`config.mk`:
```
export PLATFORM = sky130hd
export DESIGN_NAME = hdd_xfer_ctrl
export DESIGN_NICKNAME = d
export VERILOG_FILES = /design/src/rtl/hdd_pkg.sv /design/src/rtl/hdd_rr_arb.sv /design/src/rtl/hdd_xfer_ctrl.sv
export SDC_FILE = /design/constraint.sdc
export NUM_CORES = 1
export LEC_CHECK = 0
export BUFFER_PORTS_ARGS = -buffer_cell sky130_fd_sc_hd__buf_2
export CAP_MARGIN = 25
export CORE_AREA = 3 3 115 117
export CTS_BUF_LIST = sky130_fd_sc_hd__clkbuf_4 sky130_fd_sc_hd__clkbuf_8
export DETAILED_ROUTE_END_ITERATION = 10
export DIE_AREA = 0 0 118 120
export PLACE_DENSITY_LB_ADDON = 0.15
export SLEW_MARGIN = 20
export SYNTH_ARGS = -nofsm -noshare
export SYNTH_HDL_FRONTEND = slang
export SYNTH_SLANG_ARGS = --single-unit
```
`constraint.sdc`:
```
create_clock -name CLK_14M -period 6.65 [get_ports CLK_14M]
set_clock_uncertainty 0.2 [all_clocks]
set_input_delay 0.9975 -clock CLK_14M [delete_from_list [all_inputs] [get_ports CLK_14M]]
set_output_delay 0.9975 -clock CLK_14M [all_outputs]
set_load 0.03 [all_outputs]
```
`src/rtl/hdd_pkg.sv`:
```
`default_nettype none
// +------------------------------------------------------------------+
// | hdd_pkg                                                          |
// | Shared types and constants for the HDD sector-transfer sequencer |
// | Revision: 1.0                                                    |
// +------------------------------------------------------------------+
package hdd_pkg;

    localparam int SEC_AW = 9;
    localparam int BLK_W  = 16;

    typedef enum logic [1:0] {
        ST_IDLE = 2'd0,
        ST_REQ  = 2'd1,
        ST_XFER = 2'd2,
        ST_DONE = 2'd3
    } xfer_state_t;

    typedef enum logic {
        OP_RD = 1'b0,
        OP_WR = 1'b1
    } xfer_op_t;

    function automatic logic [31:0] make_lba(input logic unit, input logic [BLK_W-1:0] sector);
        return {15'b0, unit, sector};
    endfunction

endpackage
`default_nettype wire

```
`src/rtl/hdd_rr_arb.sv`:
```
`default_nettype none
// +------------------------------------------------------------------+
// | hdd_rr_arb                                                       |
// | Two-requester round-robin arbiter; the unit not served last wins |
// | Revision: 1.0                                                    |
// +------------------------------------------------------------------+
module hdd_rr_arb (
    input  logic [1:0] pend,
    input  logic       last,
    output logic       grant,
    output logic       valid
);

    always_comb begin
        valid = |pend;
        grant = pend[~last] ? ~last : last;
    end

endmodule
`default_nettype wire

```
`src/rtl/hdd_xfer_ctrl.sv`:
```
`default_nettype none
// +------------------------------------------------------------------+
// | hdd_xfer_ctrl                                                    |
// | Serialises two HDD units' sector requests onto one host block    |
// | channel. Define HDD_XFER_WRITE_EN to serve write requests.       |
// | Revision: 1.0                                                    |
// +------------------------------------------------------------------+
module hdd_xfer_ctrl
    import hdd_pkg::*;
#(
    parameter int TIMEOUT_CYCLES = 1_000_000,
    parameter int TO_W           = 20
) (
    input  logic                 CLK_14M,
    input  logic                 RESET,
    input  logic [1:0]           u_read,
    input  logic [1:0]           u_write,
    input  logic [2*BLK_W-1:0]   u_sector,
    output logic [2*SEC_AW-1:0]  u_ram_addr,
    output logic [15:0]          u_ram_di,
    output logic [1:0]           u_ram_we,
    input  logic [15:0]          u_ram_do,
    output logic [1:0]           u_busy,
    output logic [1:0]           u_err,
    output logic [31:0]          blk_lba,
    output logic                 blk_rd,
    output logic                 blk_wr,
    input  logic                 blk_ack,
    input  logic [SEC_AW-1:0]    blk_addr,
    input  logic [7:0]           blk_dout,
    input  logic                 blk_we,
    output logic [7:0]           blk_din,
    output logic                 done
);

`ifdef HDD_XFER_WRITE_EN
    localparam logic c_WR_EN = 1'b1;
`else
    localparam logic c_WR_EN = 1'b0;
`endif
    localparam logic [TO_W-1:0] c_TO_LAST = TO_W'(TIMEOUT_CYCLES - 1);

    xfer_state_t      r_state, w_state_nxt;
    xfer_op_t         r_op, w_op_nxt;
    logic             r_g, w_g_nxt;
    logic             r_last, w_last_nxt;
    logic [TO_W-1:0]  r_cnt, w_cnt_nxt;
    logic [31:0]      r_lba, w_lba_nxt;
    logic [1:0]       r_pend_rd, w_pend_rd_nxt;
    logic [1:0]       r_pend_wr, w_pend_wr_nxt;
    logic [1:0]       r_err, w_err_nxt;
    logic [1:0]       r_busy, w_busy_nxt;
    logic             r_blk_rd, w_rd_nxt;
    logic             r_blk_wr, w_wr_nxt;
    logic             r_done, w_done_nxt;
    logic [1:0]       w_wr_req;
    logic             w_arb_grant, w_arb_valid;
    logic [BLK_W-1:0] w_sec_sel;
    logic [7:0]       w_din_sel;

    // Write pulses vanish here when writes are disabled; pend_wr then never sets
    assign w_wr_req  = u_write & {2{c_WR_EN}};
    assign w_sec_sel = w_arb_grant ? u_sector[2*BLK_W-1:BLK_W] : u_sector[BLK_W-1:0];

    hdd_rr_arb u_arb (
        .pend  (r_pend_rd | r_pend_wr),
        .last  (r_last),
        .grant (w_arb_grant),
        .valid (w_arb_valid)
    );

    always_ff @(posedge CLK_14M) begin
        if (RESET) begin
            r_state   <= ST_IDLE;
            r_op      <= OP_RD;
            r_g       <= 1'b0;
            r_last    <= 1'b1;
            r_cnt     <= '0;
            r_lba     <= '0;
            r_pend_rd <= '0;
            r_pend_wr <= '0;
            r_err     <= '0;
            r_busy    <= '0;
            r_blk_rd  <= 1'b0;
            r_blk_wr  <= 1'b0;
            r_done    <= 1'b0;
        end else begin
            r_state   <= w_state_nxt;
            r_op      <= w_op_nxt;
            r_g       <= w_g_nxt;
            r_last    <= w_last_nxt;
            r_cnt     <= w_cnt_nxt;
            r_lba     <= w_lba_nxt;
            r_pend_rd <= w_pend_rd_nxt;
            r_pend_wr <= w_pend_wr_nxt;
            r_err     <= w_err_nxt;
            r_busy    <= w_busy_nxt;
            r_blk_rd  <= w_rd_nxt;
            r_blk_wr  <= w_wr_nxt;
            r_done    <= w_done_nxt;
        end
    end

    always_comb begin
        w_state_nxt   = r_state;
        w_op_nxt      = r_op;
        w_g_nxt       = r_g;
        w_last_nxt    = r_last;
        w_cnt_nxt     = r_cnt;
        w_lba_nxt     = r_lba;
        w_rd_nxt      = r_blk_rd;
        w_wr_nxt      = r_blk_wr;
        w_done_nxt    = 1'b0;
        // Pending bits stay set through the transaction, so repeat pulses are absorbed
        w_pend_rd_nxt = r_pend_rd | u_read;
        w_pend_wr_nxt = r_pend_wr | w_wr_req;
        w_err_nxt     = r_err & ~(u_read | w_wr_req);

        case (r_state)
            ST_IDLE: begin
                if (w_arb_valid) begin
                    w_state_nxt = ST_REQ;
                    w_g_nxt     = w_arb_grant;
                    w_last_nxt  = w_arb_grant;
                    w_op_nxt    = r_pend_rd[w_arb_grant] ? OP_RD : OP_WR;
                    w_lba_nxt   = make_lba(w_arb_grant, w_sec_sel);
                    w_cnt_nxt   = '0;
                    w_rd_nxt    = r_pend_rd[w_arb_grant];
                    w_wr_nxt    = ~r_pend_rd[w_arb_grant] & c_WR_EN;
                end
            end
            ST_REQ: begin
                if (blk_ack) begin
                    w_state_nxt = ST_XFER;
                    w_rd_nxt    = 1'b0;
                    w_wr_nxt    = 1'b0;
                end else if (r_cnt == c_TO_LAST) begin
                    w_state_nxt     = ST_DONE;
                    w_rd_nxt        = 1'b0;
                    w_wr_nxt        = 1'b0;
                    w_done_nxt      = 1'b1;
                    w_err_nxt[r_g]  = 1'b1;
                end else begin
                    w_cnt_nxt = r_cnt + TO_W'(1);
                end
            end
            ST_XFER: begin
                if (!blk_ack) begin
                    w_state_nxt = ST_DONE;
                    w_done_nxt  = 1'b1;
                end
            end
            default: begin
                w_state_nxt = ST_IDLE;
                if (r_op == OP_RD) w_pend_rd_nxt[r_g] = 1'b0;
                else               w_pend_wr_nxt[r_g] = 1'b0;
            end
        endcase

        w_busy_nxt = w_pend_rd_nxt | w_pend_wr_nxt;
        if (w_state_nxt != ST_IDLE) w_busy_nxt[w_g_nxt] = 1'b1;
    end

    // Buffer routing is combinational so the host sees the unit RAM's native latency
    always_comb begin
        u_ram_addr = '0;
        u_ram_di   = '0;
        u_ram_we   = '0;
        w_din_sel  = r_g ? u_ram_do[15:8] : u_ram_do[7:0];
        blk_din    = '0;
        if (r_state == ST_XFER) begin
            if (r_g) begin
                u_ram_addr[2*SEC_AW-1:SEC_AW] = blk_addr;
                u_ram_di[15:8]                = blk_dout;
                u_ram_we[1]                   = blk_we & (r_op == OP_RD);
            end else begin
                u_ram_addr[SEC_AW-1:0] = blk_addr;
                u_ram_di[7:0]          = blk_dout;
                u_ram_we[0]            = blk_we & (r_op == OP_RD);
            end
            blk_din = w_din_sel & {8{c_WR_EN}};
        end
    end

    assign blk_lba = r_lba;
    assign blk_rd  = r_blk_rd;
    assign blk_wr  = r_blk_wr & c_WR_EN;
    assign done    = r_done;
    assign u_busy  = r_busy;
    assign u_err   = r_err;

endmodule
`default_nettype wire

```
* Word level (Yosys, flattened, before mapping) *
Cells that the tools add are included.

operators by class
  add/sub/neg operators = 1
  magnitude comparators = 6
  equality and inequality tests = 7
  mux-type cells = 47
  bitwise operators = 13
  reductions and logical operators = 10

operators with widths
  cell                     count
  $mux W20                 3
  $pmux W20 S2             1
  $mux W16                 2
  $mux W2                  13
  $add A20 B1 Y20 const B  1
  $eq A20 B20 Y1 const B   1
  $mux W1                  18
  $mux W18                 1
  $mux W9                  2
  $mux W8                  2
  $or A2 B2 Y2             5
  $lt A1 B2 Y1 const B     4
  $and A2 B2 Y2            3
  $pmux W2 S3              1
  $ne A2 B2 Y1 const B     2
  $not A2 Y2               2
  $pmux W1 S2              2
  $reduce_and A4 Y1        1
  $reduce_bool A2 Y1       2
  $ne A3 B3 Y1 const B     1
  $reduce_and A3 Y1        1
  $reduce_or A3 Y1         1
  $demux W1 S1             2
  $eq A2 B1 Y1 const B     1
  other kinds (9)          12

word-level totals
  register bits = 52

* Longest topological paths before layout *
  word-level depth = 12
  depth in mapped cells = 9
  depth with buffers taken out = 7

* Cells and area by module *
A second synthesis with hierarchy kept.

second synthesis, totals
  cell total of the unflattened synthesis = 354
  area, all modules = 2937.8 µm²

by module, submodules not included
  module         times used  cells an instance  area each (µm²)  sequential area each (µm²)
  hdd_xfer_ctrl  1           351                2922.8           1041.0
  hdd_rr_arb     1           3                  15.0             0.0

* Least setup slack after synthesis *
Ideal clock, no wire load.

  path type = input-to-output
  start point = in blk_we
  end point = out u_ram_we[0]
  arrival = 2004 ps
  data required time = 5452 ps
  path slack = 3449 ps
  stages on the path = 1
  path buffers = 0
  cells stage by stage = nor4b_1

between the ends
  word-level cells in the longest chain between the ends = 3

RTL lines
  what           RTL line              source
  from (decl)    hdd_xfer_ctrl.sv:31   input logic blk_we,
  $and A1 B1 Y1  hdd_xfer_ctrl.sv:179  u_ram_we[0] = blk_we & (r_op == OP_RD);
  $mux W1        hdd_xfer_ctrl.sv:172  if (r_g) begin
  $mux W2        hdd_xfer_ctrl.sv:171  if (r_state == ST_XFER) begin
  to (decl)      hdd_xfer_ctrl.sv:21   output logic [1:0] u_ram_we,

Every way passes these cells.

* Final worst setup path *
  start point = reg r_state[0]
  end point = out u_ram_di[0]

between the ends
  word-level cells in the longest chain between the ends = 2

RTL lines
  what                    RTL line              source
  from (decl)             hdd_xfer_ctrl.sv:43   xfer_state_t r_state, w_state_nxt;
  from (signal assigned)  hdd_xfer_ctrl.sv:88   r_state <= w_state_nxt;
  $eq A2 B2 Y1            hdd_xfer_ctrl.sv:171
  $mux W16                hdd_xfer_ctrl.sv:171
  to (decl)               hdd_xfer_ctrl.sv:20   output logic [15:0] u_ram_di,

Every way passes these cells.

==> results_dict.tcl <==
set metrics [dict create \
    avgSynthCellArea_um2 8.33 \
    post_cts_buffers 0 \
    wirelength_um 8010 \
    cp.arrival_ns 2.52 \
    clk_pin_slew_worst_paths_ns 0.09 \
    syn_inst 366 \
    cts_buffer_depth 2 \
    ctsResizeCount 0 \
    yosysSeqAreaShare_pct 34.2 \
    grt_pass1_wl_um 12900 \
    relSlewSlack_pct 33.8 \
    period_minus_slack_ns 3.72 \
    cp_slowest_cell "nor2_1" \
    die-area_um2 14200 \
    synth_most_common_cell "dfxtp_1" \
    r2r_slack_ns 3.96 \
    clock.fmax_mhz 269 \
    yosys_register_bits 52 \
    worstMarginPinSlew_ns 0.993 \
    drv_cap 0 \
    outcome "finished clean" \
    synth.top_cell.area_share_pct 34.2 \
    synth_top_area_cell "dfxtp_1" \
    power-per-cell-area_nw_per_um2 283 \
    first_pass_iters 4 \
    ys_dominant_reg_cell "dfxtp_1" \
    min_path_type "flip-flop to flip-flop" \
    clkPwrFrac_pct 20.7 \
    path_max_fanout 21 \
    seq_power_share_pct 37.0 \
    required_ns 5.45 \
    worstSetupEndpointType "output port" \
    path_class "flip-flop to output port" \
    clk_latency_ns 0.30 \
    grt_pass1_vias 2649 \
    io_pins 156 \
    drc_errors 0 \
    finalCritPeriodShare_pct 55.9 \
    final_cell_area_um2 3780 \
    grt_use_total_pct 10.9 \
    antenna_cells 0 \
    dr_total_vias 2892 \
    fill_cells 1362 \
    gp_congestion 0.756 \
    vdd_drop_max_v 0.000115 \
    rows 41 \
    setup_viol 0 \
    routedWlPerCell_um 12.5 \
    path_cells "inv_1 > ha_1 > inv_1 > nor2_1 > and2_1 > buf_2" \
    combPwrFrac_pct 42.2 \
    cts_made_buffers 5 \
    h-tree-depth 2 \
    dieWidth_um 118 \
    ys_warn_count 0 \
    cts_tree "yes" \
    rsz0062_at_grt "no" \
    path_common_cell "inv_1" \
    p_switching_uw 456 \
    yosys.cell_types.count 53 \
    detail_route.iter0.violations 56 \
    swShare_pct 42.7 \
    clockRootBuffer "clkbuf_8" \
    slew_violations 0 \
    placed_area_um2 3670 \
    final_antenna_net_count 0 \
    via_per_inst 4.53 \
    tns_ns 0 \
    initial_core_util_pct 24.5 \
    portBuffers 113 \
    ys_top_cells_by_count "52 x dfxtp_1, 33 x nor2_1, 26 x a21oi_1" \
    synth-async-reset-ratio_pct 0 \
    hpwl_um 6000 \
    slowest_delay_ns 0.62 \
    seq_area_um2 1040 \
    startpoint_type "flip-flop" \
    ctsHoldBuffers 0 \
    grt_start_max_net_pins 37 \
    overflow 0 \
    synthTopCellsByArea "dfxtp_1 34%, buf_4 6.2%, mux2i_1 5.3%" \
    fp.dieH_um 120 \
    nNetsFinal 546 \
    cts_sinks 52 \
    syn_area_um2 3050 \
    synth-edff-count 0 \
    leakage_uw 0.00170 \
    antenna_found_initial 0 \
    multi_input_area_um2 1810 \
    core_um2 12500 \
    hold_viol_final 0 \
    drive_above_1_share_pct 28.1 \
    areaGrowthSynthToFinish_pct 23.9 \
    p_int_uw 613 \
]
## cells by family (layout without fill, tap and decap cells)
| family | Yosys count | after routing | share of synthesized area [%] |
|---|---|---|---|
| AOI/OAI and AO/OA | 87 | 87 | 18.9 |
| adders and majority gates | 7 | 7 | 2.87 |
| DFF | 52 | 52 | 34.2 |
| xor gates and xnor gates | 1 | 1 | 0.287 |
| muxes | 16 | 16 | 5.25 |
| buffers and inverters | 50 | 128 | 9.52 |
| other | 1 | 24 | 0.123 |
| and+or+nand+nor | 152 | 152 | 28.9 |
## worst paths after layout
kind / from / end / cells past startpoint
setup / recovery: r_state[0]$_SDFF_PP0_ / u_ram_di[0] / 6
hold / removal: u_err[1]$_SDFF_PP0_ / u_err[1]$_SDFF_PP0_ / 2
setup reg to reg: r_state[0]$_SDFF_PP0_ / r_cnt[17]$_SDFFE_PP0P_ / 7
hold reg to reg: u_err[1]$_SDFF_PP0_ / u_err[1]$_SDFF_PP0_ / 2
## flip-flops by register name (all words and copies together) (netlist names), 2 cells and up
signal	count
r_state	2
blk_lba	17
r_pend_rd	2
u_busy	2
u_err	2
r_pend_wr	2
r_cnt	20
## per-layer routing
| metal | GRT usage, % | vias up | wire [um] |
|---|---|---|---|
| li1 | - | 1493 | - |
| met1 | 13.6 | 1288 | 3780 |
| met2 | 18.7 | 109 | 3620 |
| met3 | 2.69 | 2 | 565 |
| met4 | 3.22 | 0 | 50 |
| met5 | 0 | - | 0 |
## per-stage QoR
stage	util (%)	power [uW]	worst slack [ns]	cells	hold WS, ns
finish	30.3	1070	2.93	639	0.276
global route	30.3	1140	2.58	639	0.309
CTS	30.3	1090	2.82	639	0.282
detailed placement	29.4	859	3.17	631	0.260
global placement	29.4	856	3.27	631	0.261
floorplan	-	749	3.45	389	0.255
## critical path: cells and delay by family, from the launching register on
kind	cells	cell delay, ns
simple gates	2	0.84
fa+ha+maj	1	0.53
buf+inv	3	0.47
flops	1	0.37
## cell type report
class                           instances  area share, %
Clock inverter                          2          0.927
Multi-Input combinational cell        287           48.0
Clock buffer                            6           2.02
Inverter                                6          0.596
Tap cell                              172           5.70
Sequential cell                        52           27.6
Timing Repair Buffer                  114           15.2
## placed cells by master (no fill, tap or decap), types with 6 or more instances in the layout
master	netlist	routed
ha_1	7	7
nand3_1	11	11
dfxtp_1	52	52
o21ai_0	7	7
mux2i_1	16	16
a21oi_1	26	26
nand2_1	18	18
conb_1	1	24
buf_2	1	113
or3_1	11	11
inv_1	6	6
a211oi_1	19	19
nand4_1	6	6
and3_1	18	18
and2_1	19	19
o211ai_1	6	6
o21ai_1	9	9
nor2_1	33	33
or4_1	10	10
## power by group through the flow
stage	clock network, uW	registers [uW]	logic (uW)
5_1_grt	242	404	495
3_3_place_gp	0	402	454
4_1_cts	233	397	457
2_1_floorplan	0	455	294
6_report	222	396	451
3_5_place_dp	0	403	456
Power figures use the tool's default switching activity.
